`src/rtl/fifo_stream_reader.sv`:
```
// Purpose : read-side master that pops `len` words from a synchronous FIFO and streams them out.
// Latency : first word on m_data 3 cycles after start (1 to enter RUN, 1 FIFO read, 1 into skid).
// Backpr. : 2-entry skid buffer; reads are issued only when a slot is guaranteed, 1 word/clk sustained.
//
// Ports:
//   clk, rst_n                 clock (rising edge), asynchronous active-low reset
//   start, len                 transfer request (sampled in IDLE) and word count
//   busy, done                 transfer in progress / one-cycle completion pulse
//   fifo_rd, fifo_empty,       FIFO read strobe, empty flag, and read data
//   fifo_dout                  (read data valid the cycle after fifo_rd)
//   m_valid, m_data, m_ready   output stream, valid/ready handshake
//   issued_cnt                 reads issued in the current transfer
module fifo_stream_reader #(
  parameter int DW = 8,
  parameter int LW = 8
) (
  input  logic          clk,
  input  logic          rst_n,
  input  logic          start,
  input  logic [LW-1:0] len,
  output logic          busy,
  output logic          done,
  output logic          fifo_rd,
  input  logic          fifo_empty,
  input  logic [DW-1:0] fifo_dout,
  output logic          m_valid,
  output logic [DW-1:0] m_data,
  input  logic          m_ready,
  output logic [LW-1:0] issued_cnt
);

  typedef enum logic [1:0] {S_IDLE, S_RUN, S_FLUSH, S_DONE} state_e;

  state_e        state_q;
  logic [LW-1:0] len_q;
  logic [LW-1:0] issued_cnt_q;
  logic          inflight_q;   // a read was issued last cycle; fifo_dout is valid now
  logic [1:0]    cnt_q;        // skid buffer occupancy (0..2)
  logic [DW-1:0] buf0_q;       // head entry, drives m_data
  logic [DW-1:0] buf1_q;
  logic          busy_q;
  logic          done_q;

  logic [1:0]    cnt_d;
  logic [DW-1:0] buf0_d;
  logic [DW-1:0] buf1_d;
  logic          pop;
  logic          push;
  logic [1:0]    occ;
  logic          drained;

  always_comb begin
    pop  = (cnt_q != 2'd0) & m_ready;
    push = inflight_q;
    // Words already committed to the buffer: stored plus the one arriving from the FIFO.
    occ  = cnt_q + {1'b0, inflight_q};
    // m_ready feeds fifo_rd directly: a pop this cycle frees the slot the new read will need.
    fifo_rd = (state_q == S_RUN) & ~fifo_empty & (issued_cnt_q < len_q)
            & ((occ < 2'd2) | pop);
    // The buffer is empty after this edge: nothing in flight and the last word (if any) leaves now.
    // Testing this one cycle early lets done land the cycle right after the final acceptance.
    drained = ~inflight_q & ((cnt_q == 2'd0) | ((cnt_q == 2'd1) & pop));
  end

  // Skid buffer next state, FIFO order with buf0 as head.
  always_comb begin
    cnt_d  = cnt_q;
    buf0_d = buf0_q;
    buf1_d = buf1_q;
    case ({push, pop})
      2'b10: begin
        if (cnt_q == 2'd0) buf0_d = fifo_dout;
        else               buf1_d = fifo_dout;
        cnt_d = cnt_q + 2'd1;
      end
      2'b01: begin
        buf0_d = buf1_q;
        cnt_d  = cnt_q - 2'd1;
      end
      2'b11: begin
        if (cnt_q == 2'd1) begin
          buf0_d = fifo_dout;
        end else begin
          buf0_d = buf1_q;
          buf1_d = fifo_dout;
        end
      end
      default: ;
    endcase
  end

  always_ff @(posedge clk or negedge rst_n) begin
    if (!rst_n) begin
      state_q      <= S_IDLE;
      len_q        <= '0;
      issued_cnt_q <= '0;
      inflight_q   <= 1'b0;
      cnt_q        <= 2'd0;
      buf0_q       <= '0;
      buf1_q       <= '0;
      busy_q       <= 1'b0;
      done_q       <= 1'b0;
    end else begin
      inflight_q <= fifo_rd;
      cnt_q      <= cnt_d;
      buf0_q     <= buf0_d;
      buf1_q     <= buf1_d;
      done_q     <= 1'b0;
      if (fifo_rd) issued_cnt_q <= issued_cnt_q + 1'b1;

      case (state_q)
        S_IDLE: begin
          if (start) begin
            len_q        <= len;
            issued_cnt_q <= '0;
            busy_q       <= 1'b1;
            if (len == '0) begin
              state_q <= S_DONE;
              done_q  <= 1'b1;
            end else begin
              state_q <= S_RUN;
            end
          end
        end
        S_RUN: begin
          if (issued_cnt_q == len_q) state_q <= S_FLUSH;
        end
        S_FLUSH: begin
          if (drained) begin
            state_q <= S_DONE;
            done_q  <= 1'b1;
          end
        end
        S_DONE: begin
          state_q <= S_IDLE;
          busy_q  <= 1'b0;
        end
        default: state_q <= S_IDLE;
      endcase
    end
  end

  assign busy       = busy_q;
  assign done       = done_q;
  assign m_valid    = (cnt_q != 2'd0);
  assign m_data     = buf0_q;
  assign issued_cnt = issued_cnt_q;

endmodule

```
`config.mk`:
```
export PLATFORM = sky130hd
export DESIGN_NAME = fifo_stream_reader
export DESIGN_NICKNAME = d
export VERILOG_FILES = /design/src/rtl/fifo_stream_reader.sv
export SDC_FILE = /design/constraint.sdc
export NUM_CORES = 1
export LEC_CHECK = 0
export BUFFER_PORTS_ARGS = -buffer_cell sky130_fd_sc_hd__buf_2
export CAP_MARGIN = 20
export CORE_MARGIN = 10
export CORE_UTILIZATION = 40
export CTS_CLUSTER_SIZE = 16
export DETAILED_ROUTE_END_ITERATION = 8
export PLACE_DENSITY = 0.66
export SYNTH_ARGS = -nofsm -noshare
export SYNTH_HDL_FRONTEND = slang
export SYNTH_SLANG_ARGS = --single-unit
```
`constraint.sdc`:
```
create_clock -name clk -period 4.6 [get_ports clk]
set_input_delay 0.23 -clock clk [delete_from_list [all_inputs] [get_ports clk]]
set_output_delay 0.23 -clock clk [all_outputs]
set_load 0.005 [all_outputs]
```
==> summary.md, run 1 <==
| Metric | Value |
|---|---|
| Status | `complete, no violations` |
| Peak VDD IR | `approximately 0.22 mV` |
| Final max-slew violation count | `0` |
| Post-Synth Adder-Cell Area | `between 10 and 15%` |
| Internal | `0.000815 W` |
| Drt first pass iters | `4` |
| Root Driver | `clkbuf_8` |
| Sequential cell area fraction in the yosys report | `48.0%` |
| Final Cell Area | `2390 um^2` |
| Final Skew | `0.00760 ns` |
| Placed insts | `slightly above 300` |
| Clock Latency Late Sink | `0.29 ns` |
| Largest net degree at the start of global routing | `40` |
| Largest family of logic cells by synthesized area | `compound AO/OA/AOI/OAI gates` |
| Nets@finish | `284` |
| Layout cell share with drive strength beyond 1 | `23.6%` |
| Number of port buffers | `40` |
| Post-synth EDFFs | `0` |
| Syn nets | `between 200 and 250` |
| Synth warn | `0` |
| Rel. slew slack | `~38%` |
| Max clock buf depth | `2` |
| Switching Power | `0.000466 W` |
| Die footprint | `8330 um^2` |
| Post-synthesis compound-gate area fraction | `15.3%` |
| #FFs+latches synth | `39` |
| Final period util | `a little over half` |
| Global-route wire length before repair | `7440 um` |
| Post-Synth Simple-Gate Area | `13.0%` |
| CTS tree | `built` |
| Reg clk slew, reported paths | `0.08 ns` |
| Setup Buffers After CTS | `0` |
| DR DRC count | `0` |
| Mean Syn Cell Area | `10.0 um^2` |
| Synth Flop Type | `dfrtp_1` |
| Die height | `a little over 90 um` |
| Vias in the first global route | `1530` |
| Gate Count Post-Synth | `203` |
| PD cells | `536 nW/um^2` |
| Final min period | `2.42 ns` |
| Setup TNS Final | `0 ns` |
| Max cap viols | `0` |
| Fmax | `0.412 GHz` |
| Final WS setup | `2.18 ns` |
| Via density | `4.93` |
| GRT overflow | `0` |
| Core Region | `4820 um^2` |
| Clock network fraction of total power | `19.9%` |
| CP Class | `reg -> reg` |
| Post-placement setup slack | `2.15 ns` |
| Via count | `1543` |
| Global Route Usage Sum | `10.9%` |
| WL final | `4400 um` |
| Yosys cell types | `31` |
| Detail Placement HPWL | `3360 um` |
| Most frequent cells in the layout | `buf_2, dfrtp_1, nand2_1` |
| Final Hold Fails | `0` |
| Critical Path RT | `between 4 and 5 ns` |
| Startpoint Class | `flip-flop` |
| Reg power frac | `a little over two fifths` |
| Total CTS buffers | `5` |
| Routed len/inst | `14.1 um` |
| Layout area overhead | `17.6%` |
| CP max FO | `8` |
| Post-CTS sizing | `0` |
| Multiplexer share of the synthesized area | `5.91%` |
| Antenna Cells | `0` |
| DRT antenna net count | `0` |
| Starting Density | `42.2%` |
| RSZ-0062 raised after global routing | `false` |
| Worst hold path type | `in -> async` |
| H-tree depth | `2` |
| Initial DRC count | `104` |
| IO Count | `41` |
| Leakage | `between 1 and 1.5 nW` |
| Final hold slack | `between 0.03 and 0.04 ns` |
| Logic pwr share | `37.8%` |
| Non-Filler Instances | `313` |
| Placed Area | `2290 um^2` |
| GPL Wtd Cong | `~0.75` |
| Post-Syn Area | `around 2000 um^2` |
| Initial antenna violation count | `0` |
| Arrival time worst endpoint | `2.63 ns` |
| Critical Path Sink Type | `flip-flop` |
| Sw frac | `36.4%` |
| CTS hold repair buffers | `0` |
| Final Setup Violations | `0` |
| Site Rows | `25` |
| Most common cell after layout, fill and taps aside | `buf_2` |
| Clock sink count | `39` |
| Worst-margin pin slew | `0.936 ns` |
| Die X | `91.3 um` |
| Post-synthesis xor/xnor area fraction | `between 2 and 2.5%` |
| FFs w/ async S/R, synth | `100%` |
## cells in the mapped netlist, drive strengths merged (2+ instances only)
library cell,number,share of area [%]
dfrtp,39,48
nand2,29,5.4
o21ai,25,6.2
ha,18,11
inv,18,3.3
a22oi,9,3.3
a21oi,8,2.2
mux2,8,4.4
nand3,6,1.5
nor2,6,1.1
clkbuf,4,0.74
xnor2,4,1.7
mux2i,3,1.5
nand4,3,0.92
a21o,2,0.74
nand2b,2,0.62
nor2b,2,0.62
nor4,2,0.62
o211ai,2,0.74
o31ai,2,0.74
or3,2,0.62
or4,2,0.74
## power groups by stage
stage / Clock [W] / Sequential, W / Combinational [W]
floorplan: 0 / 0.000538 / 0.000331
global placement: 0 / 0.000544 / 0.000482
detailed placement: 0 / 0.000550 / 0.000494
CTS: 0.000262 / 0.000542 / 0.000495
global route: 0.000278 / 0.000559 / 0.000558
finish: 0.000255 / 0.000542 / 0.000485
## critical path: stages (launching register included)
cell	delay (ns)
dfrtp_1	0.42
inv_1	0.08
ha_1	0.21
inv_1	0.06
nand2_1	0.12
inv_1	0.09
ha_1	0.22
o21ai_0	0.71
a22oi_1	0.25
o21ai_0	0.19
## through the flow
stage / util (%) / power (W)
after floorplan: - / 0.000869
after global placement: 47.6 / 0.00103
after detailed placement: 47.6 / 0.00104
after CTS: 49.6 / 0.00130
after global routing: 49.6 / 0.00140
final: 49.6 / 0.00128
## flip-flops by register name (all words and copies together) (netlist names)
register,count
buf1_q,8
busy,1
cnt_q,2
done,1
inflight_q,1
issued_cnt,8
len_q,8
m_data,8
state_q,2
## routing by layer
metal / global-route usage, % / wire [um] / vias up
met5: 0 / 0 / -
met4: 5.09 / 72 / 0
met3: 2.55 / 208 / 5
met2: 16.5 / 2020 / 27
met1: 14.3 / 2100 / 717
li1: - / - / 794
## area by class of cell
type / count / area [um^2]
tap: 67 / 83.8
multi-input combinational: 141 / 963
inverter: 18 / 67.6
clock buffer: 8 / 100
fill: 486 / 2430
sequential: 39 / 976
timing repair buffer: 40 / 200
## cells by family after synthesis
| kind of cell | count (synthesis) |
|---|---|
| mux | 11 |
| fa+ha+maj | 18 |
| compound gates | 51 |
| xor+xnor | 5 |
| simple gates | 56 |
| buf+inv | 23 |
| flops | 39 |
## path summary, 6_finish.rpt
path                            from            end  slack (ns)  cells after the start
max in group asynchronous      rst_n      buf1_q[4]        4.01                      1
min in group clk              len[0]       len_q[0]        0.15                      3
min reg2reg                m_data[5]      m_data[5]        0.48                      2
min                            rst_n  issued_cnt[4]        0.04                      1
max                         cnt_q[0]      m_data[0]        2.18                      9
max reg2reg                 cnt_q[0]      m_data[0]        2.18                      9
Note: power is estimated with default switching activity, not from simulation.
==> run 2: changes to the inputs <==
- PLACE_DENSITY: 0.66 -> 0.69
- clock period: 4.6 -> 2.23 ns (I/O delays scaled with it)
==> run 2 against run 1 <==
  * Final cell count increased by 2.9%
  * Worst hold slack got worse by 0.0060 ns
  * Count of clock-buffer cells in the layout decreased by 2
  * Die area unchanged
  * Critical endpoint is now buf1_q[6]
  * Largest cell class unchanged
  * Largest power group is now combinational logic
  * Highest routed layer unchanged
==> summary.md, run 2 (synthesis gave the netlist of run 1 again) <==
| Metric | Value |
|---|---|
| Via density | `4.96 (+0.61%)` |
| Final min period | `2.09 ns (-0.339 ns)` |
| Rel. slew slack | `43.2% (+5.6 points)` |
| CP max FO | `8 (unchanged)` |
| Clock sink count | `39 (unchanged)` |
| CTS tree | `built` |
| Worst path most repeated cell | `inv_1` |
| Final hold slack | `0.0303 ns (-0.00598 ns)` |
| Nets@finish | `295 (+3.9%)` |
| Drt first pass iters | `4 (unchanged)` |
| Final max-slew violation count | `0 (unchanged)` |
| PD cells | `1080 nW/um^2 (+100%)` |
| DR DRC count | `0 (unchanged)` |
| Root Driver | `clkbuf_8` |
| DRT antenna net count | `0 (unchanged)` |
| Starting Density | `42.2% (unchanged)` |
| Largest stage delay, worst path | `0.40 ns (-0.31 ns)` |
| Layout cell share with drive strength beyond 1 | `26.7% (+3.1 points)` |
| Most common cell after layout, fill and taps aside | `buf_2` |
| Fillers | `497 (+2.3%)` |
| Most frequent cells in the layout | `buf_2, dfrtp_1, nand2_1` |
| Clock network fraction of total power | `16.2% (-3.7 points)` |
| Site Rows | `25 (unchanged)` |
| GRT overflow | `0 (unchanged)` |
| Layout area overhead | `20.7%` |
| Reg clk slew, reported paths | `0.07 ns (about the same)` |
| Critical Path RT | `2.40 ns (-2.41 ns)` |
| Startpoint Class | `flip-flop` |
| Core Region | `4820 um^2 (unchanged)` |
| Logic pwr share | `42.3% (+4.5 points)` |
| Global-route wire length before repair | `7690 um (+3.4%)` |
| CP Class | `reg -> reg` |
| Sw frac | `36.0% (-0.34 points)` |
| IO Count | `41 (unchanged)` |
| Worst-margin pin slew | `0.852 ns (-0.0839 ns)` |
| Total CTS buffers | `5 (unchanged)` |
| Largest net degree at the start of global routing | `40 (unchanged)` |
| Detail Placement HPWL | `3620 um (+7.7%)` |
| Final Hold Fails | `0 (unchanged)` |
| Via count | `1597 (+3.5%)` |
| Peak VDD IR | `0.420 mV (+90%)` |
| Final Skew | `0.00437 ns (-0.00322 ns)` |
| Arrival time worst endpoint | `2.26 ns (-0.37 ns)` |
| Max clock buf depth | `2 (unchanged)` |
| Die footprint | `8330 um^2 (unchanged)` |
| Number of port buffers | `40 (unchanged)` |
| Internal | `0.00170 W (+110%)` |
| Max cap viols | `0 (unchanged)` |
| Final period util | `93.5% (+41 points)` |
| Initial antenna violation count | `0 (unchanged)` |
| Worst-path cell chain | `inv_1 -> ha_2 -> inv_1 -> nand2_1 -> inv_1 -> ha_1 -> buf_4 -> o211ai_1 -> buf_4 -> mux2_2` |
| Initial DRC count | `79 (-24%)` |
| Top cell family by delay on the critical path | `buffers and inverters` |
| Vias in the first global route | `1607 (+5.0%)` |
| Reg power frac | `41.5% (-0.8 points)` |
| Die height | `91.3 um (unchanged)` |
| Antenna Cells | `0 (unchanged)` |
| GPL Wtd Cong | `0.798 (+5.8%)` |
| RSZ-0062 raised after global routing | `false` |
| Critical Path Sink Type | `flip-flop` |
| H-tree depth | `2 (unchanged)` |
| WL final | `4490 um (+1.9%)` |
| Final Setup Violations | `0 (unchanged)` |
| Die X | `91.3 um (unchanged)` |
| CP max-delay cell | `dfrtp_1` |
| Status | `complete, no violations` |
| Worst hold path type | `in -> reg` |
| Clock Latency Late Sink | `0.29 ns (about the same)` |
| CP bufs+invs | `5 (+2)` |
| Leakage | `1.21 nW (+3.3%)` |
| Routed len/inst | `13.9 um (-0.92%)` |
| Fmax | `0.480 GHz (+16%)` |
| Switching Power | `0.000956 W (+110%)` |
| Core Util, Final | `51.0% (+1.3 points)` |
| Global Route Usage Sum | `11.3% (+0.44 points)` |
## run 2: changes by cell type in the layout (fill, tap and decap cells not counted)
cell	before	now
clkbuf_8	7	5
dlygate4sd3_1	0	1
ha_2	0	1
buf_4	0	10
o21ai_2	0	1
o21ai_0	24	23
ha_1	18	17
## run 2: worst register-to-register path, cell delays in order, from the launching register on
cell      delay [ns]
dfrtp_1         0.40
inv_1           0.08
ha_2            0.20
inv_1           0.06
nand2_1         0.09
inv_1           0.08
ha_1            0.21
buf_4           0.15
o211ai_1        0.17
buf_4           0.19
mux2_2          0.35
## run 2: metrics by stage
step                      std cells  worst slack (ns)  cell area, um^2  power, W  TNS, ns
after floorplan                 203             0.118             2030   0.00179        0
after global placement          314            0.0767             2360   0.00220        0
after detailed placement        314           -0.0627             2360   0.00224  -0.0669
after CTS                       321             0.102             2440   0.00267        0
after global routing            322            0.0195             2450   0.00289        0
final                           322             0.145             2450   0.00265        0
## run 2: final cells by class
cell class	instances	area, um^2	area share, %
Tap cell	67	83.8	3.41
Clock buffer	6	72.6	2.96
Multi-Input combinational cell	141	970	39.5
Sequential cell	39	976	39.8
Timing Repair Buffer	51	285	11.6
Inverter	18	67.6	2.75
## run 2: layer usage
metal / routed length (um) / up-vias / share of wire, % / global-route usage (%)
met5: 0 / - / 0 / 0
met4: 69 / 0 / 1.5 / 4.31
met3: 201 / 5 / 4.5 / 3.54
met2: 2070 / 34 / 46 / 17.4
met1: 2140 / 742 / 48 / 14.6
li1: - / 816 / - / -
## run 2: power groups by stage
stage	Sequential [W]	Combinational, W	Clock, W
floorplan	0.00111	0.000682	0
global placement	0.00111	0.00108	0
detailed placement	0.00112	0.00111	0
CTS	0.00111	0.00112	0.000445
global route	0.00114	0.00127	0.000480
finish	0.00110	0.00112	0.000430
## run 2: timing repair
item | CTS | global route
endpoints found under the hold margin | 39 | 0
endpoints found under the setup margin | 6 | 3
pin swaps | 0 | 0
buffers inserted | 0 | 1
hold buffers | 1 | 0
gates resized for setup | 1 | 2
## run 2: worst paths after layout
path / startpoint / endpoint / slack (ns) / cells past startpoint
worst max register to register: cnt_q[1] / buf1_q[6] / 0.14 / 10
max in group asynchronous: rst_n / issued_cnt[3] / 1.22 / 2
worst min register to register: m_data[7] / m_data[7] / 0.47 / 2
worst max-delay path: cnt_q[1] / buf1_q[6] / 0.14 / 10
min in group asynchronous: rst_n / issued_cnt[1] / 0.46 / 2
worst min-delay path: len[0] / len_q[0] / 0.03 / 3
